`src/rtl/vga_layer_renderer_pkg.sv`:
```
// Shared colour constants, flash counter width and packed-field helpers for the layer renderer.
package vga_layer_renderer_pkg;

  localparam int unsigned RGB_W   = 24;
  localparam int unsigned FLASH_W = 4;

  localparam logic [RGB_W-1:0] C_BLACK = 24'h00_00_00;
  localparam logic [RGB_W-1:0] C_WHITE = 24'hFF_FF_FF;
  localparam logic [RGB_W-1:0] C_GREEN = 24'h00_FF_00;
  localparam logic [RGB_W-1:0] C_FLASH = 24'hFF_C0_C0;

  // Low bit of field idx in a bus packed as {f[n-1], ..., f[1], f[0]}.
  function automatic int unsigned fld_lo(input int unsigned idx, input int unsigned width);
    return idx * width;
  endfunction

endpackage

```
`src/rtl/vga_obj_hit.sv`:
```
// Combinational rectangle test; right/bottom edges are computed one bit wider so they clip.
module vga_obj_hit #(
  parameter int unsigned COORD_W = 10
) (
  input  logic               i_en,
  input  logic [COORD_W-1:0] i_x,
  input  logic [COORD_W-1:0] i_y,
  input  logic [COORD_W-1:0] i_ox,
  input  logic [COORD_W-1:0] i_oy,
  input  logic [COORD_W-1:0] i_ow,
  input  logic [COORD_W-1:0] i_oh,
  output logic               o_hit
);

  logic [COORD_W:0] w_x_end;
  logic [COORD_W:0] w_y_end;

  assign w_x_end = {1'b0, i_ox} + {1'b0, i_ow};
  assign w_y_end = {1'b0, i_oy} + {1'b0, i_oh};

  assign o_hit = i_en && (i_ow != '0) && (i_oh != '0) &&
                 (i_x >= i_ox) && ({1'b0, i_x} < w_x_end) &&
                 (i_y >= i_oy) && ({1'b0, i_y} < w_y_end);

endmodule

```
`src/rtl/vga_layer_renderer.sv`:
```
// Two-stage pixel colouriser: prioritised object layers, bank bar and frame-counted hit flash,
// all drawn from attributes shadowed at frame_start.
module vga_layer_renderer
  import vga_layer_renderer_pkg::*;
#(
  parameter int unsigned NUM_OBJ      = 4,
  parameter int unsigned COORD_W      = 10,
  parameter int unsigned LEVEL_W      = 8,
  parameter int unsigned BOX_Y_BASE   = 345,
  parameter int unsigned BANK_X_START = 50,
  parameter int unsigned BANK_WIDTH   = 60,
  parameter int unsigned BANK_MAX_H   = 240,
  parameter int unsigned FLASH_FRAMES = 8
) (
  input  logic                       clk,
  input  logic                       rst,
  input  logic                       frame_start,
  input  logic [NUM_OBJ-1:0]         obj_en,
  input  logic [NUM_OBJ*COORD_W-1:0] obj_x,
  input  logic [NUM_OBJ*COORD_W-1:0] obj_y,
  input  logic [NUM_OBJ*COORD_W-1:0] obj_w,
  input  logic [NUM_OBJ*COORD_W-1:0] obj_h,
  input  logic [NUM_OBJ*RGB_W-1:0]   obj_rgb,
  input  logic [LEVEL_W-1:0]         bank_level,
  input  logic                       hit_flash,
  input  logic [COORD_W-1:0]         x,
  input  logic [COORD_W-1:0]         y,
  input  logic                       active_pixels,
  input  logic [1:0]                 sync_in,
  output logic [7:0]                 VGA_R,
  output logic [7:0]                 VGA_G,
  output logic [7:0]                 VGA_B,
  output logic                       active_out,
  output logic [1:0]                 sync_out
);

  localparam int unsigned CW1 = COORD_W + 1;

  localparam logic [COORD_W-1:0] L_BANK_X0 = COORD_W'(BANK_X_START);
  localparam logic [CW1-1:0]     L_BANK_X1 = CW1'(BANK_X_START + BANK_WIDTH);
  localparam logic [COORD_W-1:0] L_BASE    = COORD_W'(BOX_Y_BASE);
  localparam logic [COORD_W-1:0] L_MAX_H   = COORD_W'(BANK_MAX_H);

  // Shadow copies of the per-frame attributes.
  logic [NUM_OBJ-1:0]         r_en;
  logic [NUM_OBJ*COORD_W-1:0] r_ox;
  logic [NUM_OBJ*COORD_W-1:0] r_oy;
  logic [NUM_OBJ*COORD_W-1:0] r_ow;
  logic [NUM_OBJ*COORD_W-1:0] r_oh;
  logic [NUM_OBJ*RGB_W-1:0]   r_rgb;
  logic [LEVEL_W-1:0]         r_bank_level;

  logic [FLASH_W-1:0] r_flash_cnt;
  logic [FLASH_W-1:0] w_flash_cnt_d;

  logic [NUM_OBJ-1:0] w_hit;
  logic [NUM_OBJ-1:0] r_s1_hit;
  logic               r_s1_bank;
  logic               r_s1_act;
  logic [1:0]         r_s1_sync;

  logic [COORD_W-1:0] w_bank_h;
  logic               w_bank_hit;
  logic [RGB_W-1:0]   w_rgb;

  always_ff @(posedge clk or negedge rst) begin
    if (!rst) begin
      r_en         <= '0;
      r_ox         <= '0;
      r_oy         <= '0;
      r_ow         <= '0;
      r_oh         <= '0;
      r_rgb        <= '0;
      r_bank_level <= '0;
    end else if (frame_start) begin
      r_en         <= obj_en;
      r_ox         <= obj_x;
      r_oy         <= obj_y;
      r_ow         <= obj_w;
      r_oh         <= obj_h;
      r_rgb        <= obj_rgb;
      r_bank_level <= bank_level;
    end
  end

  // A load on the same cycle as frame_start takes precedence over the decrement.
  always_comb begin
    w_flash_cnt_d = r_flash_cnt;
    if (hit_flash) begin
      w_flash_cnt_d = FLASH_W'(FLASH_FRAMES);
    end else if (frame_start && (r_flash_cnt != '0)) begin
      w_flash_cnt_d = r_flash_cnt - 1'b1;
    end
  end

  always_ff @(posedge clk or negedge rst) begin
    if (!rst) begin
      r_flash_cnt <= '0;
    end else begin
      r_flash_cnt <= w_flash_cnt_d;
    end
  end

  for (genvar g = 0; g < NUM_OBJ; g++) begin : g_obj
    vga_obj_hit #(
      .COORD_W (COORD_W)
    ) u_obj_hit (
      .i_en  (r_en[g]),
      .i_x   (x),
      .i_y   (y),
      .i_ox  (r_ox[fld_lo(g, COORD_W) +: COORD_W]),
      .i_oy  (r_oy[fld_lo(g, COORD_W) +: COORD_W]),
      .i_ow  (r_ow[fld_lo(g, COORD_W) +: COORD_W]),
      .i_oh  (r_oh[fld_lo(g, COORD_W) +: COORD_W]),
      .o_hit (w_hit[g])
    );
  end

  assign w_bank_h = (32'(r_bank_level) > BANK_MAX_H) ? L_MAX_H : COORD_W'(r_bank_level);

  // BASE-h < y is rewritten as y+h > BASE so a tall bar cannot underflow.
  assign w_bank_hit = (x >= L_BANK_X0) && ({1'b0, x} < L_BANK_X1) && (y <= L_BASE) &&
                      (({1'b0, y} + {1'b0, w_bank_h}) > {1'b0, L_BASE});

  always_ff @(posedge clk or negedge rst) begin
    if (!rst) begin
      r_s1_hit  <= '0;
      r_s1_bank <= 1'b0;
      r_s1_act  <= 1'b0;
      r_s1_sync <= '0;
    end else begin
      r_s1_hit  <= w_hit;
      r_s1_bank <= w_bank_hit;
      r_s1_act  <= active_pixels;
      r_s1_sync <= sync_in;
    end
  end

  // Later assignments override earlier ones, so the lowest-priority layer is written first.
  always_comb begin
    w_rgb = C_WHITE;
    if ((r_flash_cnt != '0) && r_flash_cnt[0]) begin
      w_rgb = C_FLASH;
    end
    if (r_s1_bank) begin
      w_rgb = C_GREEN;
    end
    for (int i = int'(NUM_OBJ) - 1; i >= 0; i--) begin
      if (r_s1_hit[i]) begin
        w_rgb = r_rgb[fld_lo(i, RGB_W) +: RGB_W];
      end
    end
    if (!r_s1_act) begin
      w_rgb = C_BLACK;
    end
  end

  always_ff @(posedge clk or negedge rst) begin
    if (!rst) begin
      VGA_R      <= '0;
      VGA_G      <= '0;
      VGA_B      <= '0;
      active_out <= 1'b0;
      sync_out   <= '0;
    end else begin
      VGA_R      <= w_rgb[23:16];
      VGA_G      <= w_rgb[15:8];
      VGA_B      <= w_rgb[7:0];
      active_out <= r_s1_act;
      sync_out   <= r_s1_sync;
    end
  end

endmodule

```
`config.mk`:
```
export PLATFORM = sky130hd
export DESIGN_NAME = vga_layer_renderer
export DESIGN_NICKNAME = d
export VERILOG_FILES = /design/src/rtl/vga_layer_renderer_pkg.sv /design/src/rtl/vga_obj_hit.sv /design/src/rtl/vga_layer_renderer.sv
export SDC_FILE = /design/constraint.sdc
export NUM_CORES = 1
export LEC_CHECK = 0
export CAP_MARGIN = 5
export CELL_PAD_IN_SITES_DETAIL_PLACEMENT = 0
export CELL_PAD_IN_SITES_GLOBAL_PLACEMENT = 1
export CORE_ASPECT_RATIO = 1.2
export CORE_MARGIN = 2
export CORE_UTILIZATION = 40
export DETAILED_ROUTE_END_ITERATION = 8
export PLACE_DENSITY_LB_ADDON = 0.1
export SKIP_CTS_REPAIR_TIMING = 1
export SYNTH_ARGS = -nofsm -noshare
export SYNTH_HDL_FRONTEND = slang
export SYNTH_HIERARCHICAL = 1
export SYNTH_SLANG_ARGS = --single-unit
```
`constraint.sdc`:
```
create_clock -name clk -period 4.1 [get_ports clk]
set_input_delay 1.23 -clock clk [delete_from_list [all_inputs] [get_ports clk]]
set_output_delay 1.23 -clock clk [all_outputs]
set_load 0.01 [all_outputs]
```
Yosys cells after proc, flatten, opt, wreduce, memory -nomap -nowiden

Index checks and enable logic that the tools add are counted.

$add $sub $neg: 10
Magnitude comparators: 21
Muxes and demuxes: 10
Reduce and logical (&&, ||, !) cells: 39

Operator list:

| kind                                                            | number |
|---|---|
| two-way mux 24 bit                                              | 6 |
| adder 10 x 10 -> 11 bit                                         | 8 |
| < comparator 10 x 11 -> 1 bit                                   | 8 |
| >= comparator 10 bit                                            | 8 |
| nonzero test 10 bit                                             | 8 |
| logical AND 1 bit                                               | 29 |
| two-way mux 14 bit                                              | 1 |
| adder 10 x 8 -> 11 bit                                          | 1 |
| greater-than comparator 11 x 9 -> 1 bit (second input constant) | 1 |
| >= comparator 10 x 6 -> 1 bit (second input constant)           | 1 |
| <= comparator 10 x 9 -> 1 bit (second input constant)           | 1 |
| < comparator 10 x 7 -> 1 bit (second input constant)            | 1 |
| greater-than comparator 8 bit (second input constant)           | 1 |
| two-way mux 4 bit                                               | 2 |
| two-way mux 8 bit                                               | 1 |
| nonzero test 4 bit                                              | 1 |
| subtractor 4 x 1 -> 4 bit (second input constant)               | 1 |
| nonzero test 2 bit                                              | 1 |

Register bits: 307
Output and inout port bits: 27

Longest topological paths before layout

Word-level depth: 9
Gate-level depth with buffers: 15
Depth with buffers taken out: 15

By module

Netlist, hierarchy kept.

By module, submodules not included:

| module                               | times used | cells an instance | area an instance (um2) | seq. area each (um2) |
|---|---|---|---|---|
| vga_layer_renderer                   | 1          | 853               | 12378.1                | 7682.4 |
| vga_obj_hit (g_obj[0].u_obj_hit ...) | 2          | 216               | 1717.9                 | 0.0 |
| vga_obj_hit (g_obj[2].u_obj_hit ...) | 2          | 219               | 1707.9                 | 0.0 |

Least setup slack after synthesis

OpenSTA, ideal clock, no wires.

Path kind: in2reg
Start: input port y[0]
End: register r_s1_bank
Arrival: 2972 ps
Data required time: 3976 ps
Slack: 1004 ps
Stages on the path: 8
Cells stage by stage: ha_1 fa_1 a211oi_4 o21ai_1 and3_4 or4_1 o21ai_1 a21oi_1

Cells in the longest elaborated chain, start to end: 3
Elaborated cells between the ends (all ways): 5

Ends and longest elaborated chain:

| what                                                                         | line                                                 | RTL |
|---|---|---|
| from (decl)                                                                  | vga_layer_renderer.sv:27                             | `input logic [COORD_W-1:0] y,` |
| adder 10 x 8 -> 11 bit or <= comparator 10 x 9 -> 1 bit (tied branches)      | vga_layer_renderer.sv:123, vga_layer_renderer.sv:122 |  |
| greater-than comparator 11 x 9 -> 1 bit or logical AND 1 bit (tied branches) | vga_layer_renderer.sv:123, vga_layer_renderer.sv:122 |  |
| logical AND 1 bit (*)                                                        | vga_layer_renderer.sv:122                            | `assign w_bank_hit = (x >= L_BANK_X0) && ({1'b0, x} < L_BANK_X1) && (y <= L_BASE) &&` |
| named net w_bank_hit                                                         | vga_layer_renderer.sv:63                             | `logic w_bank_hit;` |
| to (signal assigned)                                                         | vga_layer_renderer.sv:133                            | `r_s1_bank <= w_bank_hit;` |
| to (decl)                                                                    | vga_layer_renderer.sv:58                             | `logic r_s1_bank;` |

Mark *: on every way through the listed nets, which the timed path passes. The rest lies on a longest branch.
A chain may end at the register's enable or synchronous reset.

Worst setup path in the final report

Start: register r_ow[23]
End: register r_s1_hit[2]

Cells in the longest elaborated chain, start to end: 7
Elaborated cells between the ends (all ways): 9

Ends and longest elaborated chain:

| what                                                                            | line                      | RTL |
|---|---|---|
| from (decl)                                                                     | vga_layer_renderer.sv:48  | `logic [NUM_OBJ*COORD_W-1:0] r_ow;` |
| from (signal assigned)                                                          | vga_layer_renderer.sv:79  | `r_ow <= obj_w;` |
| parallel branches: the longest is 4 deep, another holds adder 10 x 10 -> 11 bit | n/a                       |  |
| logical AND 1 bit (*) (2 in series)                                             | vga_obj_hit.sv:22         | `(i_x >= i_ox) && ({1'b0, i_x} < w_x_end) &&` |
| logical AND 1 bit (*)                                                           | vga_obj_hit.sv:23         | `(i_y >= i_oy) && ({1'b0, i_y} < w_y_end);` |
| named net w_hit[2]                                                              | vga_layer_renderer.sv:56  | `logic [NUM_OBJ-1:0] w_hit;` |
| to (signal assigned)                                                            | vga_layer_renderer.sv:132 | `r_s1_hit <= w_hit;` |
| to (decl)                                                                       | vga_layer_renderer.sv:57  | `logic [NUM_OBJ-1:0] r_s1_hit;` |

Mark *: on every way through the listed nets, which the timed path passes.

==> summary.md <==
The flow ran to the end, and the final reports show no timing, DRC or antenna violations. The via density per instance is 5.23, and the count of max-cap constraint violations is 0. The met1 usage in global routing was 0.263. Synthesis instantiated 69 different standard cells from the library. The endpoint identified for the worst register-to-register timing path is r_s1_hit[2]$_DFF_PN0_. The worst setup skew after layout came out at 0.0161 ns.

For flop-to-flop paths, the worst setup slack is 0.49 ns. The fraction of synthesized area in multiplexers was 0.162. The critical path is of the flip-flop to flip-flop type.

Setup repair after global routing left no endpoint under its margin. The fraction of final layout cells sized beyond drive strength 1 came out at 0.187. During placement, the flow inserted port buffers numbering 321.

The tools report the number of sinks driven by the clock tree as 307. The number of nets handed over by synthesis was 2,269. In this run the clock root is driven by a clkbuf_16.

The async set-reset flop share out of synthesis is 1.00. Capturing element of the worst setup path: r_s1_hit[2]$_DFF_PN0_. The clock-pin slew on the worst setup and hold paths was 0.06 ns; the worst stage delay on the critical path was 0.58 ns.

After global routing the overflow that remains totals 0. The cell area after technology mapping is 19,200 µm², and the actual slew at the worst max-slew pin is 1.15 ns. The maximum clock rate is 0.277 GHz, and the biggest fanout along the worst timing path is 3.

The run gives 2,611 as the net count reported at finish. At the worst endpoint, the arrival time is 4.06 ns. For the required time of the worst setup path, the log shows 4.55 ns.

The run gives 3 as the initial antenna violation count. The run gives 88 as the number of core rows. The critical path goes through ha_1 -> o21ai_0 -> a21oi_1 -> o41ai_1 -> nor3_1 -> a211oi_1 -> ha_1 -> a211oi_1 -> o211ai_1 -> a41oi_1 -> a211o_1 -> o211ai_1 -> a311oi_2. Worst setup path startpoint: r_ow[23]$_DFFE_PN0P_. The routed design could run at a clock period as short as 3.61 ns. The portion of the clock cycle consumed by the worst path in the final layout was 0.880. Slowest stage cell on the critical path: o41ai_1. Endpoint type of the worst setup path: a flip-flop.

Excluding fillers, the count of instances in the completed layout stands at 2,723. Counting along the longest clock path gives a buffer depth of 3. The core region is 47,800 µm². Among all flip-flop cells after synthesis, the most frequent one is dfrtp_1. The worst relative slew slack was 0.223; the number of search-and-repair iterations in the first detailed-routing pass was 5. The simple logic cell fraction of the synthesized area is 0.0705. TritonCTS built the clock tree.

For the max-slew violation total from the final report, the log shows 0. Dividing total power by cell area gives a power density of 412 nW/µm². Measured in cells, the most critical reg-to-reg path has a length of 13. Routability-driven placement finished with a final weighted congestion of 0.828.

For the number of vias in the routed layout, the log shows 14,254. Once placement completed, the tool counted placed cells totaling 2,656. The post-synthesis compound-gate area fraction was 0.139. Critical path launch point type: a flip-flop. The beginning of the worst register-to-register path is r_ow[23]$_DFFE_PN0P_. The adder-cell share of the synthesized area was 0.167. Mean instance size in the synthesized netlist: 11.2 µm². After detailed routing, the number of remaining DRC violations is 0.

From synthesis to final layout, the design area changed by 27.7%. Setup violations remaining at the end of the flow were counted as 0. The clock latency at the later pin of the worst-skew pair was 0.55 ns.

The logs give 0.207 for the global routing usage summed across all routing layers and 10.8 nW for the leakage power summed over all cells. The most frequent standard cell in the layout excluding fill and tap cells was clkdlybuf4s50_1. The global-route met3 utilization was 0.0344. Yosys mapped a number of flops with a built-in enable equal to 0. In the synthesized netlist, the number of instances is 1,723. The busiest layer in global routing is met2.

The final hold violation count was 0; the die outline height was 244 µm. VDD sags by at most 0.000234 V. For this block, the initial DRC count from the detailed router was 404. In this run the worst hold path is classified as flip-flop to flip-flop. The initial core utilization was 0.402; the maximum number of pins on one net before global-route repair was 97. In this run, synthesis produced a sequential element count of 307. Number of global-route vias before repair: 15,037. The average detailed-routed wire length per instance was 18.7 µm. The cell family contributing the most delay on the critical path was compound AO/OA/AOI/OAI gates.

The floorplan step defined a die boundary enclosing 49,900 µm². For the global-route track usage on met2, the log shows 0.358. The number of clock buffers added by TritonCTS is 37. The H-tree was split into 2 levels. The die is 204 µm wide. In the final timing run, aggregate negative setup slack is 0 ns. Wire length of the first global-routing pass: 81,000 µm. After synthesis, the largest family of logic cells by area is adder cells. The final layout contains routed wiring with a total length of 51,000 µm. 322 I/O pins were placed. On the final layout, the worst hold slack is 0.348 ns. In this run the remaining antenna-violating nets after routing total 0. The library cells used most frequently in the layout, excluding fill and tap cells, are 319 x clkdlybuf4s50_1, 307 x dfrtp_1, 268 x mux2_2. The HPWL after detailed placement is 39,700 µm. The total stage count of the critical path is 13, and the area share of xor/xnor cells in the synthesized design is 0.0282. The Yosys step of the flow raised 6 warnings. For the sequential area share after synthesis, the log shows 0.400. The worst path buffer plus inverter count is 0.
## flip-flops by register name, summed over array words and instances (netlist names), 2 cells and up
| name | cells |
|---|---|
| r_bank_level | 8 |
| r_rgb | 96 |
| r_oh | 40 |
| r_en | 4 |
| r_flash_cnt | 4 |
| r_s1_hit | 4 |
| VGA_B | 8 |
| r_ox | 40 |
| r_oy | 40 |
| r_ow | 40 |
| sync_out | 2 |
| VGA_R | 8 |
| r_s1_sync | 2 |
| VGA_G | 8 |
## stage by stage
step                       util  setup WS [ns]  cell area, µm²  power (mW)
after detailed placement  0.488          0.294           23300        6.86
after CTS                 0.514          0.411           24600        10.3
after global routing      0.514          0.193           24600        10.9
after global placement    0.488          0.296           23300        6.78
final                     0.514          0.492           24600        10.1
after floorplan               -           1.00           19200        5.73
## where the power goes
group	switching (mW)	leakage (nW)	total (mW)	internal [mW]
clock network	1.30	0.616	3.36	2.06
logic	1.53	6.53	3.16	1.62
registers	0.251	3.61	3.62	3.37
## synth_stat cells, types with 5 or more instances
cell type | n | share of area
dfrtp_1 | 307 | 0.40
mux2_2 | 268 | 0.16
ha_1 | 242 | 0.16
inv_1 | 118 | 0.023
o21ai_0 | 102 | 0.027
a21oi_1 | 90 | 0.023
nor2_1 | 72 | 0.014
nand2_1 | 64 | 0.012
xor2_1 | 36 | 0.016
a211oi_1 | 26 | 0.010
xnor2_1 | 26 | 0.012
buf_2 | 24 | 0.0062
nor3_1 | 24 | 0.0062
clkbuf_1 | 23 | 0.0045
nand2b_1 | 21 | 0.0068
o21a_1 | 19 | 0.0074
nor4_1 | 18 | 0.0059
or4_1 | 17 | 0.0066
a21o_1 | 14 | 0.0055
o21bai_1 | 14 | 0.0055
o211ai_1 | 12 | 0.0047
a211o_1 | 11 | 0.0050
o211a_1 | 11 | 0.0057
a31oi_1 | 10 | 0.0033
mux2i_1 | 10 | 0.0052
nand3_1 | 10 | 0.0026
o21ai_1 | 10 | 0.0026
fa_1 | 9 | 0.0094
nor2b_1 | 8 | 0.0026
o311ai_0 | 8 | 0.0036
and2_1 | 7 | 0.0023
a31o_1 | 6 | 0.0027
nand4_1 | 5 | 0.0016
## layout make-up
class	instances	area (µm²)
fill	4300	23200
inverter	119	447
tap	630	788
sequential	307	7680
clock buffer	52	1060
antenna	2	5.00
multi-input combinational	1249	10900
clock inverter	13	176
timing repair buffer	351	3510
## kinds of logic (layout without fill, tap and decap cells)
| logic type | after synthesis | count (layout) |
|---|---|---|
| adder cells (fa/ha/maj) | 251 | 251 |
| buffers and inverters | 167 | 535 |
| AND/OR/NAND/NOR | 270 | 270 |
| flip-flops | 307 | 307 |
| AO/OA/AOI/OAI | 388 | 388 |
| multiplexers | 278 | 278 |
| XOR/XNOR | 62 | 62 |
| other | 0 | 2 |
## layer usage
| metal | vias to the layer above | routed length, µm | share of wire |
|---|---|---|---|
| li1 | 7002 | - | - |
| met1 | 6895 | 22300 | 0.44 |
| met2 | 288 | 24900 | 0.49 |
| met3 | 67 | 2300 | 0.045 |
| met4 | 2 | 1480 | 0.029 |
| met5 | - | 11 | 0.00022 |
## worst min path at each step
stage,startpoint,endpoint,slack [ns],depth (start not counted)
5_1_grt,r_s1_sync[0]$_DFF_PN0_,sync_out[0]$_DFF_PN0_,0.36,0
3_5_place_dp,r_s1_sync[1]$_DFF_PN0_,sync_out[1]$_DFF_PN0_,0.34,0
2_1_floorplan,r_s1_sync[0]$_DFF_PN0_,sync_out[0]$_DFF_PN0_,0.33,0
6_report,r_s1_sync[1]$_DFF_PN0_,sync_out[1]$_DFF_PN0_,0.35,0
4_1_cts,r_s1_sync[1]$_DFF_PN0_,sync_out[1]$_DFF_PN0_,0.35,0
3_3_place_gp,r_s1_sync[1]$_DFF_PN0_,sync_out[1]$_DFF_PN0_,0.33,0
Note: power is estimated with default switching activity, not from simulation.
